File: src/rtl/irq_pkg.sv
// Shared definitions for the interrupt controller.
//   N_IRQ      : number of interrupt lines (matches the core's mie width)
//   CAUSE_BASE : mcause value reported for line 0
//   state_t    : controller FSM states
package irq_pkg;

    localparam int          N_IRQ      = 6;
    localparam logic [31:0] CAUSE_BASE = 32'h8000_0010;

    typedef enum logic [1:0] {
        ST_IDLE   = 2'd0,
        ST_ACTIVE = 2'd1,
        ST_DONE   = 2'd2
    } state_t;

endpackage

File: src/rtl/irq_controller_irq_rr_arbiter.sv
// Rotating priority encoder.
//   cand  : candidate request vector
//   ptr   : index searched first; search ascends and wraps to 0
//   valid : at least one candidate is set
//   win   : index of the first set candidate found from ptr
module irq_rr_arbiter #(
    parameter int N_IRQ = 6,
    parameter int IDX_W = 3
) (
    input  logic [N_IRQ-1:0] cand,
    input  logic [IDX_W-1:0] ptr,
    output logic             valid,
    output logic [IDX_W-1:0] win
);

    always_comb begin
        valid = 1'b0;
        win   = '0;
        for (int i = 0; i < N_IRQ; i++) begin
            int j;
            j = int'(ptr) + i;
            if (j >= N_IRQ) j = j - N_IRQ;
            if (!valid && cand[j]) begin
                valid = 1'b1;
                win   = IDX_W'(j);
            end
        end
    end

endmodule

File: src/rtl/irq_controller.sv
// Interrupt controller in front of the processor core.
// Detects rising edges on the source lines, keeps them pending, picks one
// enabled pending line round-robin and holds it on int_o/mcause_o until the
// core signals completion, then acknowledges and retires that line.
//   clk_i     : clock
//   rst_i     : synchronous reset, active high
//   irq_i     : level interrupt lines (0->1 is an event)
//   mie_i     : enable mask from the core
//   int_rst_i : core has finished the presented interrupt
//   int_o     : interrupt presented to the core
//   mcause_o  : cause of the presented interrupt, 0 when int_o is low
//   irq_ack_o : one-hot, one-cycle acknowledge to the serviced source
module irq_controller #(
    parameter int          N_IRQ      = irq_pkg::N_IRQ,
    parameter logic [31:0] CAUSE_BASE = irq_pkg::CAUSE_BASE
) (
    input  logic             clk_i,
    input  logic             rst_i,
    input  logic [N_IRQ-1:0] irq_i,
    input  logic [N_IRQ-1:0] mie_i,
    input  logic             int_rst_i,
    output logic             int_o,
    output logic [31:0]      mcause_o,
    output logic [N_IRQ-1:0] irq_ack_o
);

    import irq_pkg::*;

    localparam int IDX_W = (N_IRQ > 1) ? $clog2(N_IRQ) : 1;

    state_t           state;
    logic [N_IRQ-1:0] irq_q;
    logic [N_IRQ-1:0] pend;
    logic [N_IRQ-1:0] rise;
    logic [N_IRQ-1:0] cand;
    logic [N_IRQ-1:0] retire;
    logic [IDX_W-1:0] ptr;
    logic [IDX_W-1:0] idx;
    logic [IDX_W-1:0] win;
    logic             win_valid;

    assign rise = irq_i & ~irq_q;
    assign cand = pend & mie_i;
    // The serviced line is retired on the edge that leaves DONE.
    assign retire = (state == ST_DONE) ? (N_IRQ'(1) << idx) : '0;

    irq_rr_arbiter #(
        .N_IRQ (N_IRQ),
        .IDX_W (IDX_W)
    ) u_arb (
        .cand  (cand),
        .ptr   (ptr),
        .valid (win_valid),
        .win   (win)
    );

    always_ff @(posedge clk_i) begin
        if (rst_i) begin
            state     <= ST_IDLE;
            irq_q     <= '0;
            pend      <= '0;
            ptr       <= '0;
            idx       <= '0;
            int_o     <= 1'b0;
            mcause_o  <= '0;
            irq_ack_o <= '0;
        end else begin
            irq_q     <= irq_i;
            // A fresh rise on the retiring line survives the clear.
            pend      <= (pend & ~retire) | rise;
            irq_ack_o <= '0;
            case (state)
                ST_IDLE: begin
                    if (win_valid) begin
                        idx      <= win;
                        int_o    <= 1'b1;
                        mcause_o <= CAUSE_BASE + 32'(win);
                        state    <= ST_ACTIVE;
                    end
                end
                ST_ACTIVE: begin
                    if (int_rst_i) begin
                        int_o     <= 1'b0;
                        mcause_o  <= '0;
                        irq_ack_o <= N_IRQ'(1) << idx;
                        state     <= ST_DONE;
                    end
                end
                ST_DONE: begin
                    ptr   <= (idx == IDX_W'(N_IRQ - 1)) ? '0 : idx + 1'b1;
                    state <= ST_IDLE;
                end
                default: state <= ST_IDLE;
            endcase
        end
    end

endmodule

File: config.mk
export PLATFORM = sky130hd
export DESIGN_NAME = irq_controller
export DESIGN_NICKNAME = d
export VERILOG_FILES = /design/src/rtl/irq_pkg.sv /design/src/rtl/irq_controller_irq_rr_arbiter.sv /design/src/rtl/irq_controller.sv
export SDC_FILE = /design/constraint.sdc
export NUM_CORES = 1
export LEC_CHECK = 0
export CAP_MARGIN = 10
export CORE_UTILIZATION = 50
export DETAILED_ROUTE_END_ITERATION = 7
export GPL_ROUTABILITY_DRIVEN = 0
export MAX_ROUTING_LAYER = met4
export PLACE_DENSITY = 0.81
export SYNTH_ARGS = -nofsm -noshare
export SYNTH_HDL_FRONTEND = slang
export SYNTH_HIERARCHICAL = 1
export SYNTH_SLANG_ARGS = --single-unit
File: constraint.sdc
create_clock -name clk_i -period 4.49 [get_ports clk_i]
set_clock_uncertainty 0.05 [all_clocks]
set_input_delay 0.898 -clock clk_i [delete_from_list [all_inputs] [get_ports clk_i]]
set_output_delay 0.898 -clock clk_i [all_outputs]
set_load 0.01 [all_outputs]
* Word level (Yosys, flattened, before mapping)
Index checks and enable logic that the tools add are counted.
** Word-level totals
- Register bits after elaboration :: 59
- Bits in latches :: 0
- RAM bits :: 0
- Bits in read-only memories :: 0
- Input port bits :: 15
- Memories kept :: 0
** Operators by class
- Add/sub/neg operators :: 13
- $mul :: 0
- Divide/modulo/power cells :: 0
- Magnitude comparators :: 12
- Equality and inequality tests :: 5
- Shifts and indexed selects :: 1
- Muxes and demuxes :: 47
- Bitwise logic cells :: 8
- Reduce and logical (&&, ||, !) cells :: 16
** Operators by type and width (number)
- $mux 32 :: 8
- $lt 32x5->1 const B :: 6
- $ge 32x4->1 const B :: 5
- $sub 32x4->32 const B :: 5
- $pmux 32 s2 :: 1
- $add 32x3->32 const A :: 1
- $mux 3 :: 7
- $mux 1 :: 20
- $and 6x6->6 :: 3
- $bmux 1 s3 :: 6
- $not 6->6 :: 2
- $add 3x2->4 const B :: 2
- $add 3x3->4 const B :: 2
- $mux 6 :: 1
- $or 6x6->6 :: 1
- $shl 1x3->6 const A :: 1
- $logic_and 1x1->1 :: 5
- $logic_not 1->1 :: 5
- $add 3x1->4 const B :: 1
- $mux 2 :: 2
- $pmux 2 s2 :: 1
- $reduce_and 2->1 :: 2
- $sub 3x3->4 const B :: 1
- $add 3x1->3 const B :: 1
- 12 further kinds :: 13

* Logic depth before layout (Yosys ltp)
Gate-level depths: netlist (run 1).
- Word-level depth :: 24
- Depth in mapped cells :: 14
- Mapped depth without buffers :: 13

* Cells and area by module
Netlist (run 1), hierarchy kept.
** Modules (own cells, without submodules)
- irq_controller :: times used 1, cells each 142, area an instance 1318.8 um^2
- irq_rr_arbiter :: times used 1, cells each 118, area an instance 877.1 um^2

* Worst setup path before layout (run 1)
Ideal clock, no wire load.
- Path kind :: register to register
- From :: register ptr[0]
- To :: register idx[0]
- Arrival :: 3.122 ns
- Required time :: 4.313 ns
- Slack :: 1.191 ns
- Stages on the path, launching flop included :: 15
- Period minus slack after synthesis :: 3.299 ns
- Cells stage by stage :: dfxtp_1 > buf_6 > inv_1 > ha_1 > inv_1 > ha_1 > a211o_2 > or3_1 > a31o_2 > nand3_1 > nor2_4 > nand2_1 > nor3b_1 > mux2i_1 > nor2_1
** Between the ends
- Cells in the longest elaborated chain, start to end :: 22
** RTL lines
- from (decl) :: line irq_controller.sv:37 : logic [IDX_W-1:0] ptr;
- from (signal assigned) :: line irq_controller.sv:90 : ptr <= (idx == IDX_W'(N_IRQ - 1)) ? '0 : idx + 1'b1;
- parallel branches: the longest is 20 deep, another holds $sub 32x4->32
- $mux 1 * :: line irq_controller_irq_rr_arbiter.sv:23 : if (!valid && cand[j]) begin
- net win_valid :: line irq_controller.sv:40 : logic win_valid;
- $reduce_and 2->1 (no line) *
- to (signal assigned) :: line irq_controller.sv:75 : idx <= win;
- to (decl) :: line irq_controller.sv:38 : logic [IDX_W-1:0] idx;
Mark *: on every way through the listed nets, which the timed path passes. The select of a mux whose other input is x is not followed.
A chain may end at the register's enable or synchronous reset.

* Final worst setup path (run 1)
- From :: register ptr[2]
- To :: register idx[0]
Same word-level chain as after synthesis.

==> results of run 1 <==
## final cells by class
class | count | area, µm²
multi-input cells | 199 | 1350
well taps | 50 | 62.6
flip-flops and latches | 30 | 601
fillers | 364 | 1670
clock buffers | 7 | 86.3
repair buffers | 28 | 275
clock inverters | 1 | 5.00
inverters | 20 | 75.1
## worst max-delay path by stage
stage / start / endpoint / slack [ns]
3_5_place_dp: mie_i[0] / idx[0]$_SDFFE_PP0P_ / 0.73
6_report: ptr[2]$_SDFFE_PP0N_ / idx[0]$_SDFFE_PP0P_ / 0.90
5_1_grt: ptr[2]$_SDFFE_PP0N_ / idx[1]$_SDFFE_PP0P_ / 0.61
4_1_cts: ptr[2]$_SDFFE_PP0N_ / idx[0]$_SDFFE_PP0P_ / 0.94
2_1_floorplan: ptr[0]$_SDFFE_PP0N_ / idx[0]$_SDFFE_PP0P_ / 1.19
3_3_place_gp: mie_i[0] / idx[2]$_SDFFE_PP0P_ / 0.73
## logic make-up after synthesis
kind of cell / count (synthesis)
other: 1
xor gates and xnor gates: 4
muxes: 19
DFF: 30
and+or+nand+nor: 80
AOI/OAI and AO/OA: 59
adders and majority gates: 10
buffers and inverters: 57
## where the power goes
part           internal [µW]  switching (µW)  total [µW]  leakage, µW
Sequential               289            22.9         312     0.000247
Clock                    123            96.8         220    0.0000482
Combinational            115             134         249     0.000721
Total                    528             254         782      0.00102
## state kept, by name (all words and copies together), names as in the netlist
signal     flops
idx            3
irq_ack_o      6
irq_q          6
mcause_o       4
pend           6
ptr            3
state          2
## placed cells by master, fill, tap and decap left out, drive strengths merged, types with 3 or more instances in the layout
cell type       n
a211o           3
a211oi          3
a21oi           9
a22o            4
and2            7
clkbuf          7
clkdlybuf4s50  26
conb           27
dfxtp          30
ha             10
inv            19
mux2i          16
nand2          13
nand2b          6
nand3           8
nor2           24
nor2b           3
nor3            4
o211ai          3
o21a            4
o21ai          15
xnor2           3
## worst register-to-register path: stages (launching register included)
cell and delay [ns]:
dfxtp_1 0.56, inv_1 0.12, ha_1 0.34, a211o_2 0.38, o21a_1 0.20, mux2i_1 0.12, a211oi_1 0.55, nor2_1 0.09
nand2_1 0.19, nor3b_1 0.51, mux2i_1 0.28, nor2_1 0.06
## metrics by stage
stage | util [%] | area [µm²] | hold WS [ns] | setup slack, ns | cells
2_1_floorplan | - | 2290 | 0.349 | 1.19 | 286
3_3_place_gp | 57.3 | 2360 | 0.351 | 0.732 | 327
3_5_place_dp | 57.3 | 2360 | 0.359 | 0.728 | 327
4_1_cts | 59.5 | 2450 | 0.368 | 0.940 | 335
5_1_grt | 59.5 | 2450 | 0.385 | 0.608 | 335
6_report | 59.5 | 2450 | 0.369 | 0.903 | 335
## routing by layer
metal | GRT usage, % | routed length (µm)
met3 | 4.83 | 181
met5 | - | 0
met2 | 36.5 | 2160
met1 | 26.7 | 1950
met4 | 12.8 | 161
==> impl_metrics.toml, run 1 <==
[status]
status = "complete, no violations"

[critical_path]
critPathMaxStageDelay_ns = 0.56
critical_path_arrival_ns = 3.69
critical_path.top_delay_family = "compound AO/OA/AOI/OAI gates"
r2r_setup_slack_ns = 0.90
end_kind = "register"
start_kind = "register"
critPathSlowestCell = "dfxtp_1"
crit_buf_inv = 1
critPathKind = "register to register"
cp_cell_sequence = "inv_1, ha_1, a211o_2, o21a_1, mux2i_1, a211oi_1, nor2_1, nand2_1, nor3b_1, mux2i_1, nor2_1"
r2r_start = "ptr[2]$_SDFFE_PP0N_"
r2r-end = "idx[0]$_SDFFE_PP0P_"
worstPathRequired_ns = 4.59
r2r_cells = 11
path_max_fanout = 11
crit_cells = 11

[pwr]
leakage_uw = 0.00102
power_density_mw_per_mm2 = 319
power.total_uw = 782
ir_worst_vdd_v = 0.000248

[global_routing]
grt_pass1_wl_um = 7650
grt_max_degree = 16
grt_pass1_vias = 1672
antenna_found_initial = 0
track_usage_pct = 23.0
grt_overflow = 0

[synth]
yosys-top-cells-count = "30 x dfxtp_1, 29 x buf_4, 23 x nor2_1"
synthArstFlopShare_pct = 0
synthFlopType = "dfxtp_1"
synth-seq-cells = 30
synth_most_common_cell = "dfxtp_1"
synth_area_mm2 = 0.00220
synth_area_leaders = "dfxtp_1 27%, buf_4 9.9%, mux2i_1 6.8%"
synth_compound_area_share_pct = 19.3
synthMuxAreaShare_pct = 10.1
seq_area_frac_synth_pct = 27.4
synth_enable_flop_cells = 0
yosysWarnings = 6
synth_cell_type_count = 60
yosys.area_share.adder_pct = 5.70
yosys.area_share.simple_pct = 19.7
yosys.area.top_type = "dfxtp_1"
synth_xor_area_share_pct = 1.94
synth_top_family_by_area = "simple AND/OR/NAND/NOR gates"
syn_inst = 260
synth_top_area_share_pct = 27.4
avgSynthCellArea_um2 = 8.45

[clocking]
postCtsSetupRepairBufs = 0
clkLatencyLatePin_ns = 0.28
clk_path_buf_depth = 2
cts-resized-gates = 0
cts_tree = "done"
clkSinkCount = 30
root_buffer = "clkbuf_8"
clkTransAtPathRegs_ns = 0.06
holdBufCountCts = 0
cts_max_level = 2
cts_buffers = 5

[floorplanning]
ios = 54
initial_utilization_pct = 53.4
core_mm2 = 0.00412
die_h_um = 68.3
rows = 23
die_area_mm2 = 0.00466
die_w_um = 68.3

[placed_design]
portBuffers = 26
dpl.hpwl_um = 3500

[timing]
fin_crit_sh_pct = 79.9
rsz0062_at_grt = "false"
final.setup.tns_ns = 0
setup_viol = 0
hold_violations = 0
slew_headroom_pct = 59.2
min_period_ns = 3.59
fmax_mhz = 279
drv_slew = 0
tightest_slew_ns = 0.608

[routing]
first_pass_iters = 4
postRouteAntennaNets = 0
via_count = 1804
wire_per_inst_um = 13.3
wl_um = 4460
viasPerCell = 5.39
drt_iter0_markers = 88
remaining_drc_errors = 0

[worst_hold_path]
hold_start = "irq_q[4]$_SDFF_PP0_"
hold_path_depth = 1
hold_end = "pend[4]$_SDFF_PP0_"
hold_class = "register to register"

[finish]
diodes = 0
fin_nets = 309
area_growth_syn_to_layout_pct = 11.6
layout-drive-gt1-share_pct = 7.37

[job]
cap_violations = 0
No activity file was read; power rests on OpenSTA's default activity.
==> run 2: changes to the inputs <==
==> constraint.sdc (replaced) <==
create_clock -name clk_i -period 3.65 [get_ports clk_i]
set_clock_uncertainty 0.05 [all_clocks]
set_input_delay 0.73 -clock clk_i [delete_from_list [all_inputs] [get_ports clk_i]]
set_output_delay 0.73 -clock clk_i [all_outputs]
set_load 0.01 [all_outputs]
==> impl_metrics.toml, run 2 (synthesized netlist as in run 1, its figures left out) <==
[timing]
tightest_slew_ns = 0.548
fin_crit_sh_pct = 91.1
min_period_ns = 3.32
worst_slack_ns = 0.326
fmax_mhz = 301
drv_slew = 0
setup_viol = 0
rsz0062_at_grt = "false"
hold_violations = 0
slew_headroom_pct = 62.9
final.setup.tns_ns = 0

[clocking]
clkSinkCount = 30
postCtsSetupRepairBufs = 0
clkTransAtPathRegs_ns = 0.06
clk_path_buf_depth = 2
root_buffer = "clkbuf_8"
cts_max_level = 2
cts_buffers = 5
cts_tree = "done"
clkLatencyLatePin_ns = 0.28
cts-resized-gates = 0
holdBufCountCts = 0

[routing]
route.met2.wl_um = 2160
route.met3.wl_um = 266
wl_um = 4560
drt_iter0_markers = 128
wirelength_met1_um = 2050
first_pass_iters = 5
viasPerCell = 5.41
postRouteAntennaNets = 0
dr.max_layer_used = "met4"
via_count = 1835
wire_per_inst_um = 13.5
remaining_drc_errors = 0

[finish]
top_regs = "irq_ack_o x6, irq_q x6, pend x6"
area_growth_syn_to_layout_pct = 12.9
final_core_util_pct = 60.3
diodes = 0
design_area_mm2 = 0.00248
fin_nets = 313
final_common_cell = "dfxtp_1"
layout-drive-gt1-share_pct = 8.65
final_cell_mix = "30 x dfxtp_1, 27 x conb_1, 26 x clkdlybuf4s50_1, 23 x nor2_1, 19 x inv_1"

[critical_path]
cp_cell_sequence = "inv_1, ha_1, xnor2_1, ha_1, a211o_2, or3_1, a31o_2, nand3_1, nor2_4, nand2_1, nor3b_1, mux2i_1, nor2_1"
critPathMaxStageDelay_ns = 0.47
critPathKind = "register to register"
start_kind = "register"
end_kind = "register"
critPathSlowestCell = "nor3b_1"
crit_buf_inv = 1
critical_path_arrival_ns = 3.42
path_max_fanout = 6
critPathMostFrequentCell = "ha_1"
critical_path.top_delay_family = "simple AND/OR/NAND/NOR gates"
worstPathRequired_ns = 3.75

[job]
cap_violations = 0

[global_routing]
antenna_found_initial = 0
grt_pass1_vias = 1658
grt_max_degree = 15
grt_overflow = 0
grt_pass1_wl_um = 7600
track_usage_pct = 22.9

[placed_design]
dpl.hpwl_um = 3580
post-place-ws_ns = 0.158
portBuffers = 26
dpl_cell_area_mm2 = 0.00239

[floorplanning]
core_mm2 = 0.00412
die_w_um = 68.3
ios = 54
rows = 23
initial_utilization_pct = 53.4
die_area_mm2 = 0.00466
die_h_um = 68.3

[worst_hold_path]
hold_class = "register to register"

[pwr]
leakage_uw = 0.00104
power_density_mw_per_mm2 = 389
ir_worst_vdd_v = 0.000309

[status]
status = "complete, no violations"
-- run 2: per-layer routing --
metal,vias to the layer above,track usage (%)
met5,-,-
met4,0,9.38
met3,10,4.17
met2,92,35.4
met1,825,29.3
li1,908,-
-- run 2: through the flow --
step	hold WS (ns)	instances	power [µW]
2_1_floorplan	0.349	286	637
3_3_place_gp	0.351	331	693
3_5_place_dp	0.356	331	700
4_1_cts	0.362	339	969
5_1_grt	0.399	339	1030
6_report	0.359	339	964
-- run 2: worst paths after layout --
kind | start | cells past startpoint | slack, ns | end
min reg2reg | irq_q[5]$_SDFF_PP0_ | 1 | 0.36 | pend[5]$_SDFF_PP0_
min | irq_q[5]$_SDFF_PP0_ | 1 | 0.36 | pend[5]$_SDFF_PP0_
max reg2reg | ptr[0]$_SDFFE_PP0N_ | 13 | 0.33 | idx[2]$_SDFFE_PP0P_
max | ptr[0]$_SDFFE_PP0N_ | 13 | 0.33 | idx[2]$_SDFFE_PP0P_
-- run 2: cell type report --
class	count	area [µm²]
Tap cell	50	62.6
Sequential cell	30	601
Clock buffer	7	86.3
Multi-Input combinational cell	199	1350
Clock inverter	1	5.00
Fill cell	373	1640
Timing Repair Buffer	32	305
Inverter	20	75.1
-- run 2: power breakdown --
part | internal (µW) | switching (µW)
Sequential | 356 | 27.2
Clock | 152 | 116
Combinational | 147 | 166
-- run 2: worst register-to-register path: cells and delay by family, from the launching register on --
family	cells	cell delay [ns]
flip-flops	1	0.36
AND/OR/NAND/NOR	6	1.20
adder cells (fa/ha/maj)	2	0.45
XOR/XNOR	1	0.21
AO/OA/AOI/OAI	2	0.56
multiplexers	1	0.25
buffers and inverters	1	0.10
==> run 3: changes to the inputs <==
--- a/config.mk
+++ b/config.mk
@@ -5,13 +5,11 @@
 export SDC_FILE = /design/constraint.sdc
 export NUM_CORES = 1
 export LEC_CHECK = 0
-export CAP_MARGIN = 10
-export CORE_UTILIZATION = 50
+export CORE_UTILIZATION = 51
 export DETAILED_ROUTE_END_ITERATION = 7
 export GPL_ROUTABILITY_DRIVEN = 0
 export MAX_ROUTING_LAYER = met4
 export PLACE_DENSITY = 0.81
 export SYNTH_ARGS = -nofsm -noshare
 export SYNTH_HDL_FRONTEND = slang
-export SYNTH_HIERARCHICAL = 1
 export SYNTH_SLANG_ARGS = --single-unit
==> impl_metrics.toml, run 3 <==
[status]
status = "finished with violations"
violations = "DRC"

[global_routing]
grt_overflow = 0
grt_pass1_wl_um = 8810
grt_max_degree = 21
track_usage_pct = 22.6
grt_pass1_vias = 1929
antenna_found_initial = 0

[routing]
drt_iter0_markers = 206
wl_um = 5240
wire_per_inst_um = 14.2
viasPerCell = 5.68
remaining_drc_errors = 8
first_pass_iters = 6
postRouteAntennaNets = 0
via_count = 2100

[pwr]
leakage_uw = 0.00115
power_density_mw_per_mm2 = 388
ir_worst_vdd_v = 0.000307
power.total_uw = 1050

[critical_path]
critical_path.top_delay_family = "compound AO/OA/AOI/OAI gates"
cp_cell_sequence = "buf_4, ha_1, xnor2_4, inv_2, ha_1, a2bb2oi_1, a211o_1, and3_1, nand3_2, o31ai_4, a211o_1, a21bo_1"
worstPathRequired_ns = 3.78
critPathKind = "register to register"
critPathSlowestCell = "dfxtp_1"
critPathMaxStageDelay_ns = 0.36
start_kind = "register"
end_kind = "register"
path_max_fanout = 11
critical_path_arrival_ns = 3.23
crit_buf_inv = 2

[synth]
synth_area_leaders = "dfxtp_1 25%, buf_4 9.0%, ha_1 7.2%"
synth_area_mm2 = 0.00243
synth_most_common_cell = "dfxtp_1"
synth_top_area_share_pct = 24.7
yosys-top-cells-count = "30 x dfxtp_1, 29 x buf_4, 19 x a21oi_1"
synthArstFlopShare_pct = 0
avgSynthCellArea_um2 = 8.37
yosys.area.top_type = "dfxtp_1"
synth-seq-cells = 30
syn_inst = 290
yosysWarnings = 0
synth_cell_type_count = 62
synth_enable_flop_cells = 0
synthFlopType = "dfxtp_1"
seq_area_frac_synth_pct = 24.7

[timing]
hold_violations = 0
rsz0062_at_grt = "false"
tightest_slew_ns = 0.707
final.setup.tns_ns = 0
fin_crit_sh_pct = 84.9
fmax_mhz = 323
slew_headroom_pct = 52.7
drv_slew = 0
worst_slack_ns = 0.553
setup_viol = 0
min_period_ns = 3.10

[clocking]
clkSinkCount = 30
cts_buffers = 5
clk_path_buf_depth = 2
clkLatencyLatePin_ns = 0.28
root_buffer = "clkbuf_8"
clkTransAtPathRegs_ns = 0.07
holdBufCountCts = 0
postCtsSetupRepairBufs = 0
cts-resized-gates = 0
cts_max_level = 2
cts_tree = "done"

[placed_design]
dpl.hpwl_um = 4160
post-place-ws_ns = 0.445
portBuffers = 26
dp_cells = 362
dpl_cell_area_mm2 = 0.00262

[finish]
multi_input_area_mm2 = 0.00160
stdcell_count = 370
design_area_mm2 = 0.00271
layout-drive-gt1-share_pct = 12.3
diodes = 0
final_cell_mix = "30 x dfxtp_1, 27 x conb_1, 26 x clkdlybuf4s50_1, 19 x a21oi_1, 15 x nand2_1"
fin_nets = 346
final_common_cell = "dfxtp_1"
top_regs = "irq_ack_o x6, irq_q x6, pend x6"
nFillCells = 373
area_growth_syn_to_layout_pct = 11.7
regArea_um2 = 601

[job]
cap_violations = 0

[floorplanning]
die_area_mm2 = 0.00504
ios = 54
die_w_um = 71.0
initial_utilization_pct = 54.3
die_h_um = 71.0
rows = 24
core_mm2 = 0.00447

[worst_hold_path]
hold_class = "register to register"
run 3: cell types whose count changed in the layout (fill, tap and decap cells not counted), sizes merged, moves of 4 or more:
| cell | change |
|---|---|
| a21oi | +13 |
| a22o | -4 |
| a31oi | +8 |
| and3 | +6 |
| ha | +4 |
| inv | -5 |
| mux2i | -14 |
| nand3 | +7 |
| nor2 | -8 |
| nor2b | +9 |
| nor3 | +4 |
| nor4 | +4 |
run 3: per-layer routing:
layer  share of wire, %  vias up  GRT usage [%]
met2                 50       67           37.2
li1                   -     1045              -
met3                4.9       16           3.56
met1                 43      972           27.6
met5                  0        -              -
met4                2.4        0           9.33
run 3: cell type report:
type                       instances  share of cell area, %
sequential                        30                   22.2
tap                               52                   2.40
clock buffer                       6                   3.05
timing repair buffer              31                   11.0
clock inverter                     2                  0.461
inverter                          14                   1.94
multi-input combinational        235                   59.0
run 3: power breakdown:
part	switching, µW	internal [µW]	total, µW	leakage, µW
combinational	214	168	383	0.000861
sequential	33.3	361	394	0.000247
clock	123	151	275	0.0000472
total	371	681	1050	0.00115
run 3: path summary, 6_finish.rpt:
| path | from | end | slack, ns | cells after the start |
|---|---|---|---|---|
| max | ptr[1]$_SDFFE_PP0P_ | idx[0]$_SDFFE_PP0P_ | 0.55 | 12 |
| min | irq_q[0]$_SDFF_PP0_ | pend[0]$_SDFF_PP0_ | 0.44 | 2 |
| max reg2reg | ptr[1]$_SDFFE_PP0P_ | idx[0]$_SDFFE_PP0P_ | 0.55 | 12 |
| min reg2reg | irq_q[0]$_SDFF_PP0_ | pend[0]$_SDFF_PP0_ | 0.44 | 2 |
run 3: logic make-up after synthesis:
group	count (synthesis)	synth area share, %
muxes	3	1.44
xor gates and xnor gates	4	2.99
buffers and inverters	51	13.4
AOI/OAI and AO/OA	80	24.6
adders and majority gates	14	7.22
DFF	30	24.7
other	1	0.154
and+or+nand+nor	107	25.5
run 3: through the flow:
step | hold WS [ns] | utilization [%]
floorplan | 0.412 | -
global placement | 0.417 | 58.5
detailed placement | 0.430 | 58.5
CTS | 0.446 | 60.6
global route | 0.465 | 60.6
finish | 0.440 | 60.6
run 3: tightest hold or removal path, stage by stage (launching register included):
cell and delay (ns):
dfxtp_1 0.30, nand2b_1 0.09, a21oi_1 0.05
